## src/rtl/fp16_to_int_if.sv

```systemverilog
// Purpose: request/result handshake bundle between an FP16 producer and fp16_to_int.
// Latency: n/a (wires only).
// Backpressure: valid/ready on both the request side and the result side.
interface fp16_to_int_if #(
  parameter int OUT_W = 16
);
  // request side
  logic             valid_i;
  logic             ready_o;
  logic [15:0]      fp_i;
  // result side
  logic             valid_o;
  logic             ready_i;
  logic [OUT_W-1:0] int_o;
  logic             ovf_o;
  logic             inv_o;
  logic             inexact_o;

  // The master issues conversion requests and consumes results.
  modport master (
    output valid_i, fp_i, ready_i,
    input  ready_o, valid_o, int_o, ovf_o, inv_o, inexact_o
  );

  // The converter side.
  modport slave (
    input  valid_i, fp_i, ready_i,
    output ready_o, valid_o, int_o, ovf_o, inv_o, inexact_o
  );
endinterface

```

## src/rtl/fp16_to_int.sv

```systemverilog
// Purpose: FP16 -> signed OUT_W-bit integer, round toward zero, saturating, with invalid/inexact flags.
// Latency: result valid N+1 edges after accept, N = |exp-25| for 15<=exp<=30, else 0 (worst case 11).
// Backpressure: one op in flight; no accept until the held result is taken (valid_o && ready_i).
module fp16_to_int #(
  parameter int OUT_W = 16
) (
  input logic          clk_i,
  input logic          rstn_i,
  fp16_to_int_if.slave bus
);

  typedef enum logic [1:0] {
    IDLE  = 2'd0,
    SHIFT = 2'd1,
    DONE  = 2'd2
  } state_t;

  // Saturation thresholds on the unsigned magnitude, held in 33 bits so OUT_W=32 fits.
  localparam logic [32:0] MAX_POS = (33'd1 << (OUT_W - 1)) - 33'd1;
  localparam logic [32:0] MAX_NEG = 33'd1 << (OUT_W - 1);

  // Saturated result patterns: 0111..1 and 1000..0.
  localparam logic [OUT_W-1:0] SAT_POS = {1'b0, {(OUT_W - 1){1'b1}}};
  localparam logic [OUT_W-1:0] SAT_NEG = {1'b1, {(OUT_W - 1){1'b0}}};

  state_t           state;
  logic [16:0]      mag;       // integer magnitude being aligned
  logic [3:0]       cnt;       // remaining single-bit shifts
  logic             dir_left;  // 1: scale up (exp > 25), 0: scale down
  logic             sign;
  logic             sticky;    // any 1 bit discarded so far
  logic             is_nan;
  logic             is_inf;

  logic [OUT_W-1:0] int_q;
  logic             ovf_q;
  logic             inv_q;
  logic             inex_q;

  // Operand decode.
  logic [4:0]       in_exp;
  logic [9:0]       in_frac;
  logic             in_hidden;
  logic [3:0]       rsh_amt;
  logic [3:0]       lsh_amt;

  assign in_exp    = bus.fp_i[14:10];
  assign in_frac   = bus.fp_i[9:0];
  assign in_hidden = (in_exp != 5'd0);
  // Only consumed in the exponent ranges where they fit in 4 bits.
  assign rsh_amt   = 4'(5'd25 - in_exp);
  assign lsh_amt   = 4'(in_exp - 5'd25);

  // Finalize: compare the aligned magnitude against the signed range.
  logic [32:0]      mag_ext;
  logic [OUT_W-1:0] mag_w;
  logic             sat;
  logic [OUT_W-1:0] fin_val;

  assign mag_ext = {16'd0, mag};
  assign mag_w   = OUT_W'(mag);
  assign sat     = is_inf | (sign ? (mag_ext > MAX_NEG) : (mag_ext > MAX_POS));

  // Pick the final integer: zero for NaN, clamp on saturation, else signed magnitude.
  always_comb begin
    fin_val = '0;
    if (is_nan) begin
      fin_val = '0;
    end else if (sat) begin
      fin_val = sign ? SAT_NEG : SAT_POS;
    end else begin
      // -0 has mag==0, so negating it still yields 0.
      fin_val = sign ? (-mag_w) : mag_w;
    end
  end

  // Control FSM plus datapath registers: accept, iterate the shifter, hold the result.
  always_ff @(posedge clk_i or negedge rstn_i) begin
    if (!rstn_i) begin
      state    <= IDLE;
      mag      <= '0;
      cnt      <= '0;
      dir_left <= 1'b0;
      sign     <= 1'b0;
      sticky   <= 1'b0;
      is_nan   <= 1'b0;
      is_inf   <= 1'b0;
      int_q    <= '0;
      ovf_q    <= 1'b0;
      inv_q    <= 1'b0;
      inex_q   <= 1'b0;
    end else begin
      case (state)
        IDLE: begin
          if (bus.valid_i) begin
            sign     <= bus.fp_i[15];
            sticky   <= 1'b0;
            is_nan   <= 1'b0;
            is_inf   <= 1'b0;
            dir_left <= 1'b0;
            cnt      <= '0;
            mag      <= '0;
            state    <= SHIFT;
            if (in_exp == 5'd31) begin
              // NaN or Inf: no alignment needed, finalize acts on the class bits.
              is_nan <= (in_frac != 10'd0);
              is_inf <= (in_frac == 10'd0);
            end else if (in_exp < 5'd15) begin
              // |x| < 1 truncates to zero; anything nonzero was lost.
              sticky <= (bus.fp_i[14:0] != 15'd0);
            end else if (in_exp <= 5'd25) begin
              mag <= {6'd0, in_hidden, in_frac};
              cnt <= rsh_amt;
            end else begin
              mag      <= {6'd0, in_hidden, in_frac};
              cnt      <= lsh_amt;
              dir_left <= 1'b1;
            end
          end
        end

        SHIFT: begin
          if (cnt != 4'd0) begin
            if (dir_left) begin
              mag <= {mag[15:0], 1'b0};
            end else begin
              mag    <= {1'b0, mag[16:1]};
              sticky <= sticky | mag[0];
            end
            cnt <= cnt - 4'd1;
          end else begin
            int_q  <= fin_val;
            inv_q  <= is_nan;
            ovf_q  <= ~is_nan & sat;
            inex_q <= ~is_nan & sticky;
            state  <= DONE;
          end
        end

        DONE: begin
          if (bus.ready_i) begin
            state <= IDLE;
          end
        end

        default: state <= IDLE;
      endcase
    end
  end

  assign bus.ready_o   = (state == IDLE);
  assign bus.valid_o   = (state == DONE);
  assign bus.int_o     = int_q;
  assign bus.ovf_o     = ovf_q;
  assign bus.inv_o     = inv_q;
  assign bus.inexact_o = inex_q;

endmodule

```

## src/flat_wrapper.sv

```systemverilog
// flat-port wrapper written by rule: the top's interface ports become plain ports
module fp16_to_int_flat 
#(
  parameter int OUT_W = 16
)
  (clk_i, rstn_i, bus_valid_i, bus_fp_i, bus_ready_i, bus_ready_o, bus_valid_o, bus_int_o, bus_ovf_o, bus_inv_o, bus_inexact_o);
  fp16_to_int_if #(.OUT_W(OUT_W)) bus_i ();
  input logic clk_i;
  input logic rstn_i;
  input wire logic [$bits(bus_i.valid_i)-1:0] bus_valid_i;
  input wire logic [$bits(bus_i.fp_i)-1:0] bus_fp_i;
  input wire logic [$bits(bus_i.ready_i)-1:0] bus_ready_i;
  output wire logic [$bits(bus_i.ready_o)-1:0] bus_ready_o;
  output wire logic [$bits(bus_i.valid_o)-1:0] bus_valid_o;
  output wire logic [$bits(bus_i.int_o)-1:0] bus_int_o;
  output wire logic [$bits(bus_i.ovf_o)-1:0] bus_ovf_o;
  output wire logic [$bits(bus_i.inv_o)-1:0] bus_inv_o;
  output wire logic [$bits(bus_i.inexact_o)-1:0] bus_inexact_o;
  assign bus_i.valid_i = bus_valid_i;
  assign bus_i.fp_i = bus_fp_i;
  assign bus_i.ready_i = bus_ready_i;
  assign bus_ready_o = bus_i.ready_o;
  assign bus_valid_o = bus_i.valid_o;
  assign bus_int_o = bus_i.int_o;
  assign bus_ovf_o = bus_i.ovf_o;
  assign bus_inv_o = bus_i.inv_o;
  assign bus_inexact_o = bus_i.inexact_o;
  fp16_to_int #(.OUT_W(OUT_W)) u_core (.clk_i(clk_i), .rstn_i(rstn_i), .bus(bus_i));
endmodule
```

## config.mk

```make
export PLATFORM = sky130hd
export DESIGN_NAME = fp16_to_int_flat
export DESIGN_NICKNAME = d
export VERILOG_FILES = /design/src/rtl/fp16_to_int_if.sv /design/src/rtl/fp16_to_int.sv /design/src/flat_wrapper.sv
export SDC_FILE = /design/constraint.sdc
export NUM_CORES = 1
export LEC_CHECK = 0
export BUFFER_PORTS_ARGS = -buffer_cell sky130_fd_sc_hd__buf_2
export CAP_MARGIN = 10
export CORE_MARGIN = 4
export CORE_UTILIZATION = 40
export CTS_CLUSTER_SIZE = 14
export DETAILED_ROUTE_END_ITERATION = 7
export GPL_TIMING_DRIVEN = 0
export PLACE_DENSITY = 0.58
export SETUP_SLACK_MARGIN = 0.3
export SLEW_MARGIN = 15
export SYNTH_ARGS = -nofsm -noshare
export SYNTH_HDL_FRONTEND = slang
export SYNTH_SLANG_ARGS = --single-unit
```

## constraint.sdc

```tcl
create_clock -name clk_i -period 3 [get_ports clk_i]
set_clock_uncertainty 0.1 [all_clocks]
set_input_delay 0.45 -clock clk_i [delete_from_list [all_inputs] [get_ports clk_i]]
set_output_delay 0.45 -clock clk_i [all_outputs]
set_load 0.05 [all_outputs]
```

-- Word-level counts from Yosys, hierarchy flattened
Index checks and enable logic that the tools add are counted.
- register bits after elaboration: 47
- input port bits: 20
- output and inout bits: 21
- logic and storage cells: 78
- add/subtract/negate cells: 4
- $lt $le $gt $ge: 4
- equal/unequal tests: 8
- mux-type cells: 32
- bitwise logic cells: 6
- reduce and logical (&&, ||, !) cells: 12
- operators by type and width (cell ; count):
    2-to-1 mux 17 bit ; 4
    2-to-1 mux 16 bit ; 4
    one-hot mux 17 bit (2 select lines) ; 1
    2-to-1 mux 4 bit ; 5
    > comparator 17 x 15 -> 1 bit (second input constant) ; 1
    > comparator 17 x 16 -> 1 bit (second input constant) ; 1
    negation 16 bit ; 1
    nonzero test 15 bit ; 1
    2-to-1 mux 1 bit ; 11
    2-to-1 mux 11 bit ; 1
    zero test 10 bit ; 1
    nonzero test 10 bit ; 1
    inequality test 2 bit (second input constant) ; 4
    one-hot mux 4 bit (2 select lines) ; 1
    2-to-1 mux 2 bit ; 3
    one-hot mux 2 bit (3 select lines) ; 1
    AND reduction 3 bit ; 2
    equality test 5 bit (second input constant) ; 1
    less-or-equal comparator 5 bit (second input constant) ; 1
    less-than comparator 5 x 4 -> 1 bit (second input constant) ; 1
    nonzero test 5 bit ; 1
    AND reduction 2 bit ; 2
    AND reduction 4 bit ; 1
    nonzero test 4 bit ; 1
    12 further kinds ; 15

-- Depth between registers and ports, before layout
- depth in word-level cells: 6
- depth in mapped cells: 10
- depth with buffers taken out: 8

-- Worst setup path before layout
OpenSTA, ideal clock, no wires.
- path kind: register to register
- start point: register u_core.mag[0]
- end point: register u_core.int_q[2], in the netlist u_core.bus.int_o[2]
- setup time: 0.121 ns
- arrival time: 1.939 ns
- data required time: 2.779 ns
- path slack: 0.840 ns
- cell stages (with the launch flop): 11
- buffers on the path: 2
- period minus slack after synthesis: 2.160 ns
- path through: dfrtp_1 inv_1 ha_1 nor3b_2 nand3_1 o41ai_1 and3_1 buf_6 buf_6 nand2_1 a22o_1
- word-level cells in the longest chain between the ends: 5
- elaborated cells on any way between the ends: 8
- classes of those cells: add/sub: 1; order compare: 2; mux: 4; bitwise: 1
- RTL lines (element ; RTL line ; source):
    start: declaration ; fp16_to_int.sv:27 ; logic [16:0] mag;
    start signal: assignment ; fp16_to_int.sv:112 ; mag <= {6'd0, in_hidden, in_frac};
    start signal: assignment ; fp16_to_int.sv:115 ; mag <= {6'd0, in_hidden, in_frac};
    start signal: assignment ; fp16_to_int.sv:125 ; mag <= {mag[15:0], 1'b0};
    > comparator 17 x 15 -> 1 bit or > comparator 17 x 16 -> 1 bit (tied branches) ; fp16_to_int.sv:62 ; assign sat = is_inf | (sign ? (mag_ext > MAX_NEG) : (mag_ext > MAX_POS));
    2-to-1 mux 1 bit ; fp16_to_int.sv:62 ;
    bitwise OR 1 bit ; fp16_to_int.sv:62 ;
    2-to-1 mux 16 bit * ; fp16_to_int.sv:69 ; end else if (sat) begin
    2-to-1 mux 16 bit * ; fp16_to_int.sv:67 ; if (is_nan) begin
    end signal: assignment ; fp16_to_int.sv:132 ; int_q <= fin_val;
    end: declaration ; fp16_to_int.sv:35 ; logic [OUT_W-1:0] int_q;
Every way passes the cells marked *; elsewhere a longest branch is shown, timed or not.
A chain may end at the register's enable or synchronous reset.

-- Worst setup path in the final report
- start point: register u_core.mag[1]
- end point: register u_core.int_q[13], in the netlist u_core.bus.int_o[13]
Same word-level chain as after synthesis.

==> results.toml <==
[layout]
layout.nets = 387
design_area_um2 = 3240
diodes = 0
drive_above_1_share_pct = 18.4
syn_to_final_growth_pct = 14.8

[worst_setup_path]
rr_startpoint = "u_core.mag[1]"
arrival_ps = 2560
regToRegSetupSlack_ps = 530
reg2reg_depth = 10
cp_common_cell = "buf_6"
crit_fanout = 10
path_class = "reg2reg"
slowest_delay_ps = 460
cp-end-kind = "flip-flop"
path_cells = "inv_1 > ha_1 > nor3b_2 > nand3_2 > o41ai_1 > and3_1 > buf_6 > buf_6 > nand2_1 > a22o_1"
cp-start-kind = "flip-flop"
cpMaxStageDelayCell = "dfrtp_1"
worstPathRequired_ps = 3090
worstReg2RegEnd = "u_core.bus.int_o[13]"

[place]
place_area_um2 = 3140
hpwl_mm = 4.97
gp_congestion = 0.835
portBuffers = 40
dp_slack_ps = 493

[global_route]
grt_pass1_vias = 2226
grt_start_max_net_pins = 48
grt_pass1_wl_mm = 11.1
grt-ovfl-total = 0
grt_use_total_pct = 16.1
antenna_found_initial = 0

[die]
die_area_um2 = 8470
rows = 30
die_x_um = 92.0
start_util_pct = 41.3
die_h_um = 92.0
io_pins = 41
core_area_um2 = 6830

[min_path]
hold_path.class = "in2async"

[clocking]
clockBufferDepth = 2
clkLatencyLatePin_ps = 300
cts_buffers = 5
clkTransAtPathRegs_ps = 100
root_buffer = "clkbuf_8"
cts_tree = "yes"
clock-sinks = 47
htreeDepth = 2

[sta]
relSlewSlack_pct = 52.5
rsz0062_at_grt = "false"
worst_slew_pin_slew_ps = 712
setup_tns_ps = 0
hold_viol = 0
finalSetupViolCount = 0
fin_crit_sh_pct = 82.3
clock.fmax_mhz = 405
whs_ps = 51.6
finalCriticalPeriod_ps = 2470
final_max_slew_viol_count = 0
setup_ws_ps = 532

[synthesis]
syn_avg_cell_area_um2 = 9.11
synth-seq-cells = 47
synth-edff-count = 0
async_flop_share_pct = 100
synth_top_flop_cell = "dfrtp_1"
ys_seq_area_share_pct = 41.6
syn-instance-count = 310
synth_nets = 340
netlist_area_um2 = 2820
yosysWarnings = 0
ys_types = 38

[run]
maxCapViolations = 0

[detailed_routing]
drtPass1Iterations = 5
num_vias = 2325
drc_errors = 0
routed_wl_mm = 6.53
avgRoutedWirePerCell_um = 14.4
ant_nets = 0
initialDrtViolationCount = 83
viasPerCell = 5.12

[power]
peakVddDrop_uv = 421
power.total_mw = 3.71
leakage_nw = 1.50
cellPowerDensity_nw_per_um2 = 1140

[outcome]
outcome = "complete, no violations"
layer usage:
metal | vias up | wire (um) | GRT usage [%] | part of all wire [%]
met5 | - | 0 | 0 | 0
met4 | 0 | 12 | 1.86 | 0.18
met3 | 2 | 302 | 2.71 | 4.6
met2 | 50 | 2840 | 25.1 | 44
met1 | 1081 | 3370 | 24.2 | 52
li1 | 1192 | - | - | -
power breakdown:
part	internal (mW)	total (mW)	switching, mW
Clock	0.163	0.391	0.228
Combinational	0.763	2.27	1.51
Sequential	0.878	1.04	0.164
state kept, by name (all words and copies together) (netlist names):
name,flops
u_core.mag,17
u_core.bus.inv_o,1
u_core.bus.ovf_o,1
u_core.sticky,1
u_core.state,2
u_core.dir_left,1
u_core.bus.int_o,16
u_core.bus.inexact_o,1
u_core.sign,1
u_core.is_nan,1
u_core.is_inf,1
u_core.cnt,4
cell families (layout without fill, tap and decap cells):
| group | Yosys count | in the layout | share of synthesized area, % |
|---|---|---|---|
| flops | 47 | 47 | 41.6 |
| mux | 18 | 18 | 6.60 |
| buf+inv | 37 | 85 | 6.16 |
| simple gates | 101 | 101 | 16.5 |
| fa+ha+maj | 10 | 10 | 4.43 |
| xor+xnor | 16 | 16 | 4.96 |
| compound gates | 81 | 81 | 19.7 |
area by class of cell:
type | instances | area (um2)
Inverter | 13 | 48.8
Clock inverter | 3 | 20.0
Fill cell | 711 | 3590
Timing Repair Buffer | 40 | 203
Tap cell | 96 | 120
Buffer | 24 | 125
Sequential cell | 47 | 1180
Multi-Input combinational cell | 226 | 1480
Clock buffer | 5 | 68.8
worst max path at each step:
stage | slack, ps | cells past startpoint | to | from
4_1_cts | 490 | 10 | u_core.bus.int_o[13] | u_core.mag[0]
2_1_floorplan | 840 | 10 | u_core.bus.int_o[2] | u_core.mag[0]
3_3_place_gp | 520 | 8 | u_core.bus.int_o[2] | u_core.mag[0]
3_5_place_dp | 490 | 10 | u_core.bus.int_o[13] | u_core.mag[0]
5_1_grt | 320 | 10 | u_core.bus.int_o[4] | u_core.mag[0]
6_report | 530 | 10 | u_core.bus.int_o[13] | u_core.mag[1]
cells in the mapped netlist (all sizes together), types with 4 or more instances:
cell | number | share of area, %
a22o | 16 | 5.0
nor3 | 6 | 1.5
a21oi | 17 | 3.0
o21ai | 21 | 3.7
xnor2 | 7 | 2.2
nand3 | 5 | 0.89
inv | 13 | 1.7
nor4 | 6 | 1.3
nand4 | 4 | 0.89
dfrtp | 47 | 42
nor2 | 26 | 3.5
clkbuf | 14 | 1.9
nand2b | 4 | 0.89
ha | 10 | 4.4
xor2 | 9 | 2.8
mux2i | 13 | 4.6
a221oi | 4 | 1.2
mux2 | 5 | 2.0
nand2 | 45 | 6.0
buf | 10 | 2.6
o31ai | 10 | 2.7
critical path: cells and delay by family, from the launching register on:
family	cells	cell delay [ps]
buffers and inverters	3	420
AO/OA/AOI/OAI	2	440
adder cells (fa/ha/maj)	1	190
flip-flops	1	460
AND/OR/NAND/NOR	4	750
cell usage in the layout, fill, tap and decap left out, drive strengths merged, types with 6 or more instances in the layout:
cell / n
nand2: 45
nor4: 6
nor3: 6
xnor2: 7
dfrtp: 47
a21oi: 17
o21ai: 21
nor2: 26
clkbuf: 19
buf: 50
o31ai: 10
a22o: 16
ha: 10
mux2i: 13
inv: 13
xor2: 9
metrics by stage:
stage / std cells / util (%)
2_1_floorplan: 310 / -
3_3_place_gp: 446 / 46.0
3_5_place_dp: 446 / 46.0
4_1_cts: 454 / 47.3
5_1_grt: 454 / 47.4
6_report: 454 / 47.4
what timing repair did:
| action | CTS | global route |
|---|---|---|
| hold buffers | 0 | 0 |
| buffers inserted | 0 | 0 |
| setup endpoints to repair | 0 | 11 |
| gates resized for setup | 0 | 1 |
No activity file was read; power rests on OpenSTA's default activity.
